--- src/rtl/request_unit_wd_if.sv ---
// Bundle of the request unit's handshake, enable and statistics signals.
// Latency: none, wires only.
// Backpressure: dstall carries the hold request back toward the pipeline.
interface request_unit_wd_if #(
    parameter int CNT_W = 16
);
    logic             ihit;
    logic             dhit;
    logic             mem_read;
    logic             mem_write;
    logic             halt;
    logic             imemREN;
    logic             dmemREN;
    logic             dmemWEN;
    logic             dstall;
    logic             halted;
    logic             timeout_err;
    logic [CNT_W-1:0] ireq_cnt;
    logic [CNT_W-1:0] dreq_cnt;
    logic [CNT_W-1:0] stall_cnt;

    // Control/hazard side: drives hits and decoded ops, observes enables.
    modport master (
        output ihit, dhit, mem_read, mem_write, halt,
        input  imemREN, dmemREN, dmemWEN, dstall, halted, timeout_err,
        input  ireq_cnt, dreq_cnt, stall_cnt
    );

    // Request unit side.
    modport slave (
        input  ihit, dhit, mem_read, mem_write, halt,
        output imemREN, dmemREN, dmemWEN, dstall, halted, timeout_err,
        output ireq_cnt, dreq_cnt, stall_cnt
    );
endinterface

--- src/rtl/request_unit_wd.sv ---
// Sequences imem/dmem enables with data priority, orderly halt and a data-wait watchdog.
// Latency: enables change the cycle after the qualifying ihit/dhit (registered Moore outputs).
// Backpressure: dstall holds the pipeline while a data access waits; stats need REQUEST_UNIT_STATS_EN.
module request_unit_wd #(
    parameter int TIMEOUT_W   = 8,
    parameter int TIMEOUT_MAX = 200,
    parameter int CNT_W       = 16
) (
    input logic               CLK,
    input logic               nRST,
    request_unit_wd_if.slave  bus
);
    typedef enum logic [2:0] {IDLE, DREQ_R, DREQ_W, HALTED, ERR} state_t;

    localparam bit                   WD_EN     = (TIMEOUT_MAX != 0);
    localparam logic [TIMEOUT_W-1:0] WAIT_LAST = TIMEOUT_W'(WD_EN ? TIMEOUT_MAX - 1 : 0);

    state_t               state;
    state_t               state_nxt;
    logic                 halt_pend;
    logic                 halt_pend_nxt;
    logic [TIMEOUT_W-1:0] wait_cnt;
    logic                 in_dreq;
    logic                 wait_last;
    logic                 imem_ren;
    logic                 dmem_ren;
    logic                 dmem_wen;
    logic                 dstall_q;
    logic                 halted_q;
    logic                 err_q;

    assign in_dreq = (state == DREQ_R) || (state == DREQ_W);
    // With the watchdog off the wait counter simply saturates at all-ones.
    assign wait_last = WD_EN ? (wait_cnt == WAIT_LAST) : (wait_cnt == '1);

    // Next-state and pending-halt decision; dhit beats a simultaneous timeout.
    always_comb begin
        state_nxt     = state;
        halt_pend_nxt = halt_pend;
        case (state)
            IDLE: begin
                if (bus.ihit) begin
                    if (bus.mem_write) begin
                        state_nxt     = DREQ_W;
                        halt_pend_nxt = bus.halt;
                    end else if (bus.mem_read) begin
                        state_nxt     = DREQ_R;
                        halt_pend_nxt = bus.halt;
                    end else if (bus.halt) begin
                        state_nxt = HALTED;
                    end
                end
            end
            DREQ_R, DREQ_W: begin
                if (bus.dhit) begin
                    state_nxt     = halt_pend ? HALTED : IDLE;
                    halt_pend_nxt = 1'b0;
                end else if (WD_EN && wait_last) begin
                    state_nxt = ERR;
                end
            end
            default: state_nxt = state;
        endcase
    end

    // State, wait counter and registered Moore outputs decoded from the next state.
    always_ff @(posedge CLK or negedge nRST) begin
        if (!nRST) begin
            state     <= IDLE;
            halt_pend <= 1'b0;
            wait_cnt  <= '0;
            imem_ren  <= 1'b1;
            dmem_ren  <= 1'b0;
            dmem_wen  <= 1'b0;
            dstall_q  <= 1'b0;
            halted_q  <= 1'b0;
            err_q     <= 1'b0;
        end else begin
            state     <= state_nxt;
            halt_pend <= halt_pend_nxt;
            imem_ren  <= (state_nxt == IDLE);
            dmem_ren  <= (state_nxt == DREQ_R);
            dmem_wen  <= (state_nxt == DREQ_W);
            dstall_q  <= (state_nxt == DREQ_R) || (state_nxt == DREQ_W);
            halted_q  <= (state_nxt == HALTED);
            err_q     <= (state_nxt == ERR);
            // Requests are only entered from IDLE, so clearing here clears on entry.
            if (state == IDLE) begin
                wait_cnt <= '0;
            end else if (in_dreq && !bus.dhit && !wait_last) begin
                wait_cnt <= wait_cnt + 1'b1;
            end
        end
    end

    assign bus.imemREN     = imem_ren;
    assign bus.dmemREN     = dmem_ren;
    assign bus.dmemWEN     = dmem_wen;
    assign bus.dstall      = dstall_q;
    assign bus.halted      = halted_q;
    assign bus.timeout_err = err_q;

`ifdef REQUEST_UNIT_STATS_EN
    logic [CNT_W-1:0] ireq_q;
    logic [CNT_W-1:0] dreq_q;
    logic [CNT_W-1:0] stall_q;

    // Saturating statistics; HALTED and ERR never match so counters freeze there.
    always_ff @(posedge CLK or negedge nRST) begin
        if (!nRST) begin
            ireq_q  <= '0;
            dreq_q  <= '0;
            stall_q <= '0;
        end else begin
            if ((state == IDLE) && bus.ihit && (ireq_q != '1)) begin
                ireq_q <= ireq_q + 1'b1;
            end
            if (in_dreq && bus.dhit && (dreq_q != '1)) begin
                dreq_q <= dreq_q + 1'b1;
            end
            if (in_dreq && !bus.dhit && (stall_q != '1)) begin
                stall_q <= stall_q + 1'b1;
            end
        end
    end

    assign bus.ireq_cnt  = ireq_q;
    assign bus.dreq_cnt  = dreq_q;
    assign bus.stall_cnt = stall_q;
`else
    assign bus.ireq_cnt  = {CNT_W{1'b0}};
    assign bus.dreq_cnt  = {CNT_W{1'b0}};
    assign bus.stall_cnt = {CNT_W{1'b0}};
`endif
endmodule

--- src/flat_wrapper.sv ---
// flat-port wrapper written by rule: the top's interface ports become plain ports
module request_unit_wd_flat 
#(
    parameter int TIMEOUT_W   = 8,
    parameter int TIMEOUT_MAX = 200,
    parameter int CNT_W       = 16
)
  (CLK, nRST, bus_ihit, bus_dhit, bus_mem_read, bus_mem_write, bus_halt, bus_imemREN, bus_dmemREN, bus_dmemWEN, bus_dstall, bus_halted, bus_timeout_err, bus_ireq_cnt, bus_dreq_cnt, bus_stall_cnt);
  request_unit_wd_if #(.CNT_W(CNT_W)) bus_i ();
  input logic CLK;
  input logic nRST;
  input wire logic [$bits(bus_i.ihit)-1:0] bus_ihit;
  input wire logic [$bits(bus_i.dhit)-1:0] bus_dhit;
  input wire logic [$bits(bus_i.mem_read)-1:0] bus_mem_read;
  input wire logic [$bits(bus_i.mem_write)-1:0] bus_mem_write;
  input wire logic [$bits(bus_i.halt)-1:0] bus_halt;
  output wire logic [$bits(bus_i.imemREN)-1:0] bus_imemREN;
  output wire logic [$bits(bus_i.dmemREN)-1:0] bus_dmemREN;
  output wire logic [$bits(bus_i.dmemWEN)-1:0] bus_dmemWEN;
  output wire logic [$bits(bus_i.dstall)-1:0] bus_dstall;
  output wire logic [$bits(bus_i.halted)-1:0] bus_halted;
  output wire logic [$bits(bus_i.timeout_err)-1:0] bus_timeout_err;
  output wire logic [$bits(bus_i.ireq_cnt)-1:0] bus_ireq_cnt;
  output wire logic [$bits(bus_i.dreq_cnt)-1:0] bus_dreq_cnt;
  output wire logic [$bits(bus_i.stall_cnt)-1:0] bus_stall_cnt;
  assign bus_i.ihit = bus_ihit;
  assign bus_i.dhit = bus_dhit;
  assign bus_i.mem_read = bus_mem_read;
  assign bus_i.mem_write = bus_mem_write;
  assign bus_i.halt = bus_halt;
  assign bus_imemREN = bus_i.imemREN;
  assign bus_dmemREN = bus_i.dmemREN;
  assign bus_dmemWEN = bus_i.dmemWEN;
  assign bus_dstall = bus_i.dstall;
  assign bus_halted = bus_i.halted;
  assign bus_timeout_err = bus_i.timeout_err;
  assign bus_ireq_cnt = bus_i.ireq_cnt;
  assign bus_dreq_cnt = bus_i.dreq_cnt;
  assign bus_stall_cnt = bus_i.stall_cnt;
  request_unit_wd #(.TIMEOUT_W(TIMEOUT_W), .TIMEOUT_MAX(TIMEOUT_MAX), .CNT_W(CNT_W)) u_core (.CLK(CLK), .nRST(nRST), .bus(bus_i));
endmodule
--- config.mk ---
export PLATFORM = sky130hd
export DESIGN_NAME = request_unit_wd_flat
export DESIGN_NICKNAME = d
export VERILOG_FILES = /design/src/rtl/request_unit_wd_if.sv /design/src/rtl/request_unit_wd.sv /design/src/flat_wrapper.sv
export SDC_FILE = /design/constraint.sdc
export NUM_CORES = 1
export LEC_CHECK = 0
export CAP_MARGIN = 40
export CORE_MARGIN = 3
export CORE_UTILIZATION = 37
export DETAILED_ROUTE_END_ITERATION = 8
export PLACE_DENSITY = 0.76
export SYNTH_ARGS = -nofsm -noshare
export SYNTH_HDL_FRONTEND = slang
export SYNTH_SLANG_ARGS = --single-unit
export TNS_END_PERCENT = 30
--- constraint.sdc ---
create_clock -name CLK -period 2.2 [get_ports CLK]
set_input_delay 0.44 -clock CLK [delete_from_list [all_inputs] [get_ports CLK]]
set_output_delay 0.44 -clock CLK [all_outputs]
set_load 0.005 [all_outputs]
Word level (Yosys, flattened, before mapping)
Cells that the tools add are included.

Bits in registers: 18. Input bits: 7. Logic and storage cells: 47.

Add/subtract/negate cells: 1. Equality and inequality tests: 10. Mux-type cells: 15. Reductions and logical operators: 12.

Operators by type and width (count): two-way mux 3 bit (6); two-way mux 8 bit (2); equality test 3 x 2 -> 1 bit, second input constant (3); adder 8 x 1 -> 8 bit, second input constant (1); equality test 8 bit, second input constant (1); equality test 3 x 1 -> 1 bit, second input constant (2); logical NOT 3 bit (2); one-hot mux 3 bit (2 select lines) (1); two-way mux 1 bit (4); != test 2 bit, second input constant (2); AND reduction 4 bit (1); nonzero test 2 bit (2); equality test 3 bit, second input constant (1); != test 3 bit, second input constant (1); logical AND 1 bit (2); logical NOT 1 bit (2); logical OR 1 bit (2); two-way mux 2 bit (1); one-hot mux 1 bit (2 select lines) (1); OR reduction 2 bit (1).

Logic depth before layout (Yosys ltp)
Gate-level depths: netlist of the first run.

Word-level depth: 7. Mapped depth: 6. Depth with buffers taken out: 6.

Worst setup path before layout of the first run
No wires, ideal clock.

Path kind: flip-flop to flip-flop. From: register u_core.wait_cnt[0]. To: register u_core.dmem_wen, in the netlist u_core.bus.dmemWEN. Arrival: 1.623 ns. Data required time: 2.112 ns. Path slack: 0.489 ns. Stages on the path, launching flop included: 7. Clock period less this slack: 1.711 ns. Path through: dfrtp_1 -> ha_1 -> and2_1 -> and4_2 -> a2111oi_4 -> a21o_2 -> nor3b_1.

Longest elaborated chain between the ends: 5.

Ends and longest elaborated chain: start: declaration (RTL line request_unit_wd.sv:22) `logic [TIMEOUT_W-1:0] wait_cnt;`; start signal: assignment (RTL line request_unit_wd.sv:91) `wait_cnt <= wait_cnt + 1'b1;`; equality test 8 bit (RTL line request_unit_wd.sv:34) `assign wait_last = WD_EN ? (wait_cnt == WAIT_LAST) : (wait_cnt == '1);`; two-way mux 3 bit (RTL line request_unit_wd.sv:58) `end else if (WD_EN && wait_last) begin`; two-way mux 3 bit (RTL line request_unit_wd.sv:55) `if (bus.dhit) begin`; one-hot mux 3 bit (2 select lines) (RTL line request_unit_wd.sv:40) `case (state)`; net u_core.state_nxt[1] (RTL line request_unit_wd.sv:19) `state_t state_nxt;`; equality test 3 x 2 -> 1 bit (RTL line request_unit_wd.sv:83) `dmem_wen <= (state_nxt == DREQ_W);`; end signal: assignment (RTL line request_unit_wd.sv:83); end: declaration (RTL line request_unit_wd.sv:27) `logic dmem_wen;`.

The timed path passes the listed nets, and every way through them passes these cells. A chain may end at the register's enable or synchronous reset.

Worst setup path after layout of the first run
From: register u_core.wait_cnt[0]. To: register u_core.dmem_ren, in the netlist u_core.bus.dmemREN.

Longest elaborated chain between the ends: 5.

Ends and longest elaborated chain: equality test 8 bit (RTL line request_unit_wd.sv:34); two-way mux 3 bit (RTL line request_unit_wd.sv:58); two-way mux 3 bit (RTL line request_unit_wd.sv:55); one-hot mux 3 bit (2 select lines) (RTL line request_unit_wd.sv:40); net u_core.state_nxt[0] (RTL line request_unit_wd.sv:19); equality test 3 x 1 -> 1 bit (RTL line request_unit_wd.sv:82) `dmem_ren <= (state_nxt == DREQ_R);`; end signal: assignment (RTL line request_unit_wd.sv:82); end: declaration (RTL line request_unit_wd.sv:26) `logic dmem_ren;`.

The timed path passes the listed nets, and every way through them passes these cells.

==> results.md, run 1 <==
- Final worst path period need: roughly 2000 ps
- Metal2 WL: 1026 microns
- Uppermost layer routed: met3
- RD Place Congestion: 0.7716
- F_max: just over 500 MHz
- CTS clk-pin slew, worst paths: about 110 ps
- Number of placement rows: 21
- Synth Warn #: 0
- Core area: 0.003390 sq mm
- Main synth FF type: dfrtp_1
- Placed wire-length estimate: 1593 microns
- Final Max Tran Viols: 0
- Critical Path AT: ~2200 ps
- Simple-Gate Fraction of Synth Area: 19.64%
- Overflow after GRT: 0
- Compound-Gate Fraction of Synth Area: 9.023%
- Max Cap Viol: 0
- Die height: 65.99 microns
- Final Hold Viols: 0
- Post-Synth XOR/XNOR Area: 6.015%
- Commonest cells after routing, fill and taps aside: conb_1, dfrtp_1, clkdlybuf4s50_1
- WL/cell: 10.43 microns
- Clk_skew: ~6.7 ps
- Vias in the first global route: between 700 and 800
- Crit Path Max Fanout: 5
- DR vias: 845
- CP Buf/Inv Count: 0
- Post-synthesis sequential area ratio: 33.93%
- Worst Path Required: ~2400 ps
- Avg Inst Size Synth: 9.442 sq um
- CP max stage cell: dfrtp_1
- First-pass GRT wire length: 3263 microns
- Clk buf depth: 2
- Crit-path max cell delay: 420 ps
- Commonest non-fill, non-tap cell in the layout: conb_1
- Yosys reg bits: 18
- Largest family of logic cells by synthesized area: buffers and inverters
- Crit Path Class: flip-flop to flip-flop
- Final Setup Violations: 0
- Ys async rst share: 100.0%
- Tot GR Track Use: 9.493%
- Final ANT Viol Nets: 0
- Die X: between 60 and 70 microns
- Fin area: 0.001353 sq mm
- Routed wire length: 2096 microns
- Fill cell count: 342
- Vias per cell: 4.204
- Largest net degree at the start of global routing: 19
- CTS resizes: 0
- Area Overhead vs Synth: 1.598%
- Routed metal-1 wirelength: around 930 microns
- Leakage power: around 0.64 nW
- Clk sink count: 18
- Pwr dens: between 400 and 500 mW/mm^2
- Initial detailed-routing violation count: 58
- Crit path max-delay family: simple AND/OR/NAND/NOR gates
- Multiplexer share of the synthesized area: 0.7519%
- Final-stage net count: 164
- Initial core utilization: approximately 39%
- CTS Buf Count: 3
- EDFF count, synth: 0
- Clock root buffer: clkbuf_4
- Die area: around 0.0044 sq mm
- Multi-input logic area: 664.4 sq um
- Register area: around 450 sq um
- RSZ-0062 raised after global routing: no
- Ant. Diodes: 0
- Setup TNS: 0 ps
- Post-layout power: 580.5 uW
- Top Ports: 61
- Synthesized area: approximately 0.0013 sq mm
- CTS tree: done
- Mapped Cells: 141
- Dpl cell area: 0.001316 sq mm
- Synth cell types: 36
- Clock Latency Late Sink: 290 ps
- Metal3 WL: 142 microns
- Cts hold-fix bufs: 0
- Share of post-route cells with drive strength above 1: 10.97%
- CP Launch Type: flip-flop
- Maximum vdd drop: approximately 0.00013 V
- Htree depth: 1
- Tcrit/Tclk final: 88.66%
- Crit end category: flip-flop
- Type of the worst min-delay path: input port to asynchronous set/reset pin
- IO Port Bufs: 12
- Post-Synth Adder-Cell Area: less than 1%
- Drt first pass iters: 4
- Worst path cell trace: ha_1 > and2_1 > and4_2 > a2111oi_4 > a21o_2 > nor3b_1
- Antenna violations before repair: 0
- Status: finished, final reports clean
- Drc violations: 0
- Post-CTS setup buffers: 0
## kinds of logic after synthesis
kind of cell / Yosys count
multiplexers: 1
adder cells (fa/ha/maj): 1
AND/OR/NAND/NOR: 44
AO/OA/AOI/OAI: 16
other: 1
XOR/XNOR: 7
flip-flops: 18
buffers and inverters: 53
## per-stage QoR
step	utilization, %	instances	hold WS [ps]	setup WS, ps
2_1_floorplan	-	188	144.4	489.0
3_3_place_gp	38.83	197	540.0	176.0
3_5_place_dp	38.83	197	553.6	91.72
4_1_cts	39.90	201	458.6	228.9
5_1_grt	39.90	201	479.8	90.02
6_report	39.90	201	455.2	249.4
## power breakdown
group / total [mW] / leakage (nW) / switching, mW / internal [mW]
registers: 0.333 / 0.225 / 0.000939 / 0.332
clock network: 0.203 / 0.0210 / 0.102 / 0.101
logic: 0.0453 / 0.398 / 0.0324 / 0.0129
total: 0.581 / 0.644 / 0.135 / 0.445
## area by class of cell
| cell class | count | area share [%] |
|---|---|---|
| repair buffers | 14 | 9.991 |
| well taps | 46 | 4.255 |
| clock buffers | 4 | 2.683 |
| multi-input cells | 117 | 49.12 |
| inverters | 2 | 0.5550 |
| flip-flops and latches | 18 | 33.39 |
## final timing paths
kind                                           startpoint                             end  slack [ps]  cells past startpoint
setup / recovery           u_core.wait_cnt[0]$_DFFE_PN0P_    u_core.bus.dmemREN$_DFF_PN0_         250                      6
hold / removal                                       nRST  u_core.wait_cnt[4]$_DFFE_PN0P_         460                      2
setup reg to reg           u_core.wait_cnt[0]$_DFFE_PN0P_    u_core.bus.dmemREN$_DFF_PN0_         250                      6
hold reg to reg            u_core.wait_cnt[3]$_DFFE_PN0P_  u_core.wait_cnt[3]$_DFFE_PN0P_         580                      2
max in group asynchronous                            nRST    u_core.bus.imemREN$_DFF_PN1_        1480                      2
min in group CLK           u_core.wait_cnt[3]$_DFFE_PN0P_  u_core.wait_cnt[3]$_DFFE_PN0P_         580                      2
## cell usage after synthesis (2+ instances only)
| library cell | number | area, sq um |
|---|---|---|
| a21o_2 | 2 | 17.52 |
| a21oi_1 | 4 | 20.02 |
| and3_1 | 2 | 12.51 |
| buf_4 | 49 | 367.9 |
| dfrtp_1 | 17 | 425.4 |
| inv_1 | 2 | 7.510 |
| nand2_1 | 6 | 22.52 |
| nand3_1 | 6 | 30.03 |
| nand4_1 | 2 | 12.51 |
| nor2_1 | 9 | 33.78 |
| nor2b_1 | 3 | 18.77 |
| nor3_1 | 5 | 25.02 |
| nor3b_1 | 2 | 15.01 |
| nor4b_2 | 2 | 30.03 |
| o21ai_0 | 5 | 25.02 |
| xnor2_1 | 2 | 17.52 |
| xor2_1 | 4 | 35.03 |
## flip-flops by register name, summed over array words and instances, names as in the netlist
| signal | cells |
|---|---|
| u_core.bus.dmemREN | 1 |
| u_core.bus.dmemWEN | 1 |
| u_core.bus.dstall | 1 |
| u_core.bus.halted | 1 |
| u_core.bus.imemREN | 1 |
| u_core.bus.timeout_err | 1 |
| u_core.halt_pend | 1 |
| u_core.state | 3 |
| u_core.wait_cnt | 8 |
## layer usage
layer  vias up  global-route usage [%]
met5         -                       0
met4         0                   4.569
li1        406                       -
met3         0                  0.1701
met1       409                   12.75
met2        30                   15.77
No activity file was read; power rests on OpenSTA's default activity.
==> inputs of run 2 (changes only) <==
REMOVE_ABC_BUFFERS = 1   (was not set)
SLEW_MARGIN = 0   (was not set)
==> results.md, run 2 (same netlist as run 1, synthesis figures left out) <==
- Status: finished, final reports clean
- Type of the worst min-delay path: input port to asynchronous set/reset pin
- First-pass GRT wire length: 3367 microns (+3.2%)
- Crit Path Max Fanout: 5 (unchanged)
- IO Port Bufs: 12 (unchanged)
- Drc violations: 0 (unchanged)
- CTS tree: done
- Switching Share: 24.21% (+0.92 points)
- Final Hold Viols: 0 (unchanged)
- CTS Buf Count: 3 (unchanged)
- Core area: 0.003390 sq mm (unchanged)
- Cts hold-fix bufs: 0 (unchanged)
- Die area: 0.004354 sq mm (unchanged)
- Crit end category: flip-flop
- Clk network pwr share: 35.6% (+0.7 points)
- Top Ports: 61 (unchanged)
- Tcrit/Tclk final: 87.67% (-1.0 points)
- RD Place Congestion: 0.7838 (+1.6%)
- Crit Path Class: flip-flop to flip-flop
- Htree depth: 1 (unchanged)
- Vias in the first global route: 750 (+4.6%)
- Ant. Diodes: 0 (unchanged)
- Reg2reg end: u_core.bus.dmemWEN$_DFF_PN0_
- CP Launch Type: flip-flop
- Max Cap Viol: 0 (unchanged)
- DR vias: 817 (-3.3%)
- Post-Place Cells: 197 (unchanged)
- Final WS setup: 271.3 ps (+21.90 ps)
- Final worst path period need: 1929 ps (-21.90 ps)
- Maximum vdd drop: 0.0002182 V (+70%)
- Final std cells w/o fill: 201 (unchanged)
- Cell Int Power: 445.4 uW (about the same)
- Antenna violations before repair: 0 (unchanged)
- Multi-input logic area: 664.4 sq um (unchanged)
- F_max: 518.5 MHz (+1.1%)
- Layout Utilization: 39.90% (unchanged)
- Clock Latency Late Sink: 290 ps (about the same)
- Placed wire-length estimate: 1656 microns (+4.0%)
- Register area: 451.7 sq um (unchanged)
- CTS clk-pin slew, worst paths: 110 ps (about the same)
- RSZ-0062 raised after global routing: no
- Initial detailed-routing violation count: 21 (-64%)
- Routed wire length: 2137 microns (+2.0%)
- Commonest cells after routing, fill and taps aside: conb_1, dfrtp_1, clkdlybuf4s50_1
- Critical Path AT: 2140 ps (about the same)
- Depth of the most critical reg-to-reg path: 6 (unchanged)
- Drt first pass iters: 4 (unchanged)
- Final Max Tran Viols: 0 (unchanged)
- Worst R2R Setup Slack: 270 ps (+20 ps)
- Largest reg by FF count: u_core.wait_cnt
- Share of post-route cells with drive strength above 1: 10.97% (unchanged)
- Area Overhead vs Synth: 1.598% (unchanged)
- Biggest regs: u_core.wait_cnt (8), u_core.state (3)
- Final Setup Violations: 0 (unchanged)
- Number of placement rows: 21 (unchanged)
- Final ANT Viol Nets: 0 (unchanged)
- Die height: 65.99 microns (unchanged)
- Fill cell count: 354 (+3.5%)
- Initial core utilization: 39.28% (unchanged)
- Sequential share of power: 56.6% (-0.7 points)
- Die X: 65.99 microns (unchanged)
- Post-CTS setup buffers: 0 (unchanged)
- Crit-path max cell delay: 420 ps (about the same)
- Dpl cell area: 0.001316 sq mm (unchanged)
- Fin area: 0.001353 sq mm (unchanged)
- Final-stage net count: 164 (unchanged)
- Largest net degree at the start of global routing: 19 (unchanged)
- DP Worst Slack: 70.91 ps (-20.80 ps)
- Overflow after GRT: 0 (unchanged)
- WL/cell: 10.63 microns (+2.0%)
- Commonest non-fill, non-tap cell in the layout: conb_1
- CP max stage cell: dfrtp_1
- Tot GR Track Use: 9.939% (+0.45 points)
- Worst flop-to-flop path startpoint: u_core.wait_cnt[0]$_DFFE_PN0P_
- Worst path cell trace: ha_1 > and2_1 > and4_2 > a2111oi_4 > a21o_2 > nor3b_1
- Largest register FFs: 8 (unchanged)
- Vias per cell: 4.065 (-3.3%)
- Leakage power: 0.6441 nW (unchanged)
- Worst Path Required: 2410 ps (about the same)
- Logic pwr share: 7.8% (about the same)
- Clk sink count: 18 (unchanged)
- Pwr dens: 434.5 mW/mm^2 (+1.2%)
- Clk_skew: 5.416 ps (-1.325 ps)
- Setup TNS: 0 ps (unchanged)
- Post-layout power: 587.7 uW (+1.2%)
- CTS resizes: 0 (unchanged)
- Hold WS: 463.9 ps (+8.695 ps)
- Clock root buffer: clkbuf_4
- P_sw: 142.3 uW (+5.2%)
- Clk buf depth: 2 (unchanged)
[run 2: cell counts in the layout (fill, tap and decap cells not counted)]
Identical to the previous run, type by type.
[run 2: how the worst max path moves through the flow]
stage | slack, ps | start | cells after the start | to
after floorplan | 490 | u_core.wait_cnt[0]$_DFFE_PN0P_ | 6 | u_core.bus.dmemWEN$_DFF_PN0_
after global placement | 170 | bus_dhit | 6 | u_core.bus.dmemWEN$_DFF_PN0_
after detailed placement | 70 | bus_dhit | 6 | u_core.bus.dmemWEN$_DFF_PN0_
after CTS | 250 | u_core.wait_cnt[0]$_DFFE_PN0P_ | 6 | u_core.bus.dmemWEN$_DFF_PN0_
after global routing | 130 | u_core.wait_cnt[0]$_DFFE_PN0P_ | 6 | u_core.bus.dmemREN$_DFF_PN0_
final | 270 | u_core.wait_cnt[0]$_DFFE_PN0P_ | 6 | u_core.bus.dmemWEN$_DFF_PN0_
[run 2: worst max-delay path: cells and delay by family, from the launching register on]
family | cells | cell delay (ps)
flops | 1 | 420
simple gates | 3 | 670
fa+ha+maj | 1 | 230
compound gates | 2 | 520
[run 2: area by class of cell]
type                            instances  area share [%]
Clock buffer                            4           2.683
Timing Repair Buffer                   14           9.991
Tap cell                               46           4.255
Multi-Input combinational cell        117           49.12
Sequential cell                        18           33.39
Inverter                                2          0.5550
[run 2: power groups by stage]
stage | Combinational [mW] | Sequential, mW | Clock, mW
after floorplan | 0.0213 | 0.339 | 0
after global placement | 0.0435 | 0.339 | 0
after detailed placement | 0.0446 | 0.339 | 0
after CTS | 0.0446 | 0.333 | 0.218
after global routing | 0.0552 | 0.333 | 0.229
final | 0.0460 | 0.333 | 0.209
[run 2: per-layer routing]
metal | share of wire (%) | vias up | wire (microns) | global-route usage (%)
li1 | - | 403 | - | -
met1 | 43 | 390 | 913 | 11.84
met2 | 52 | 24 | 1107 | 18.02
met3 | 5.4 | 0 | 116 | 3.741
met4 | 0 | 0 | 0 | 0
met5 | 0 | - | 0 | 0
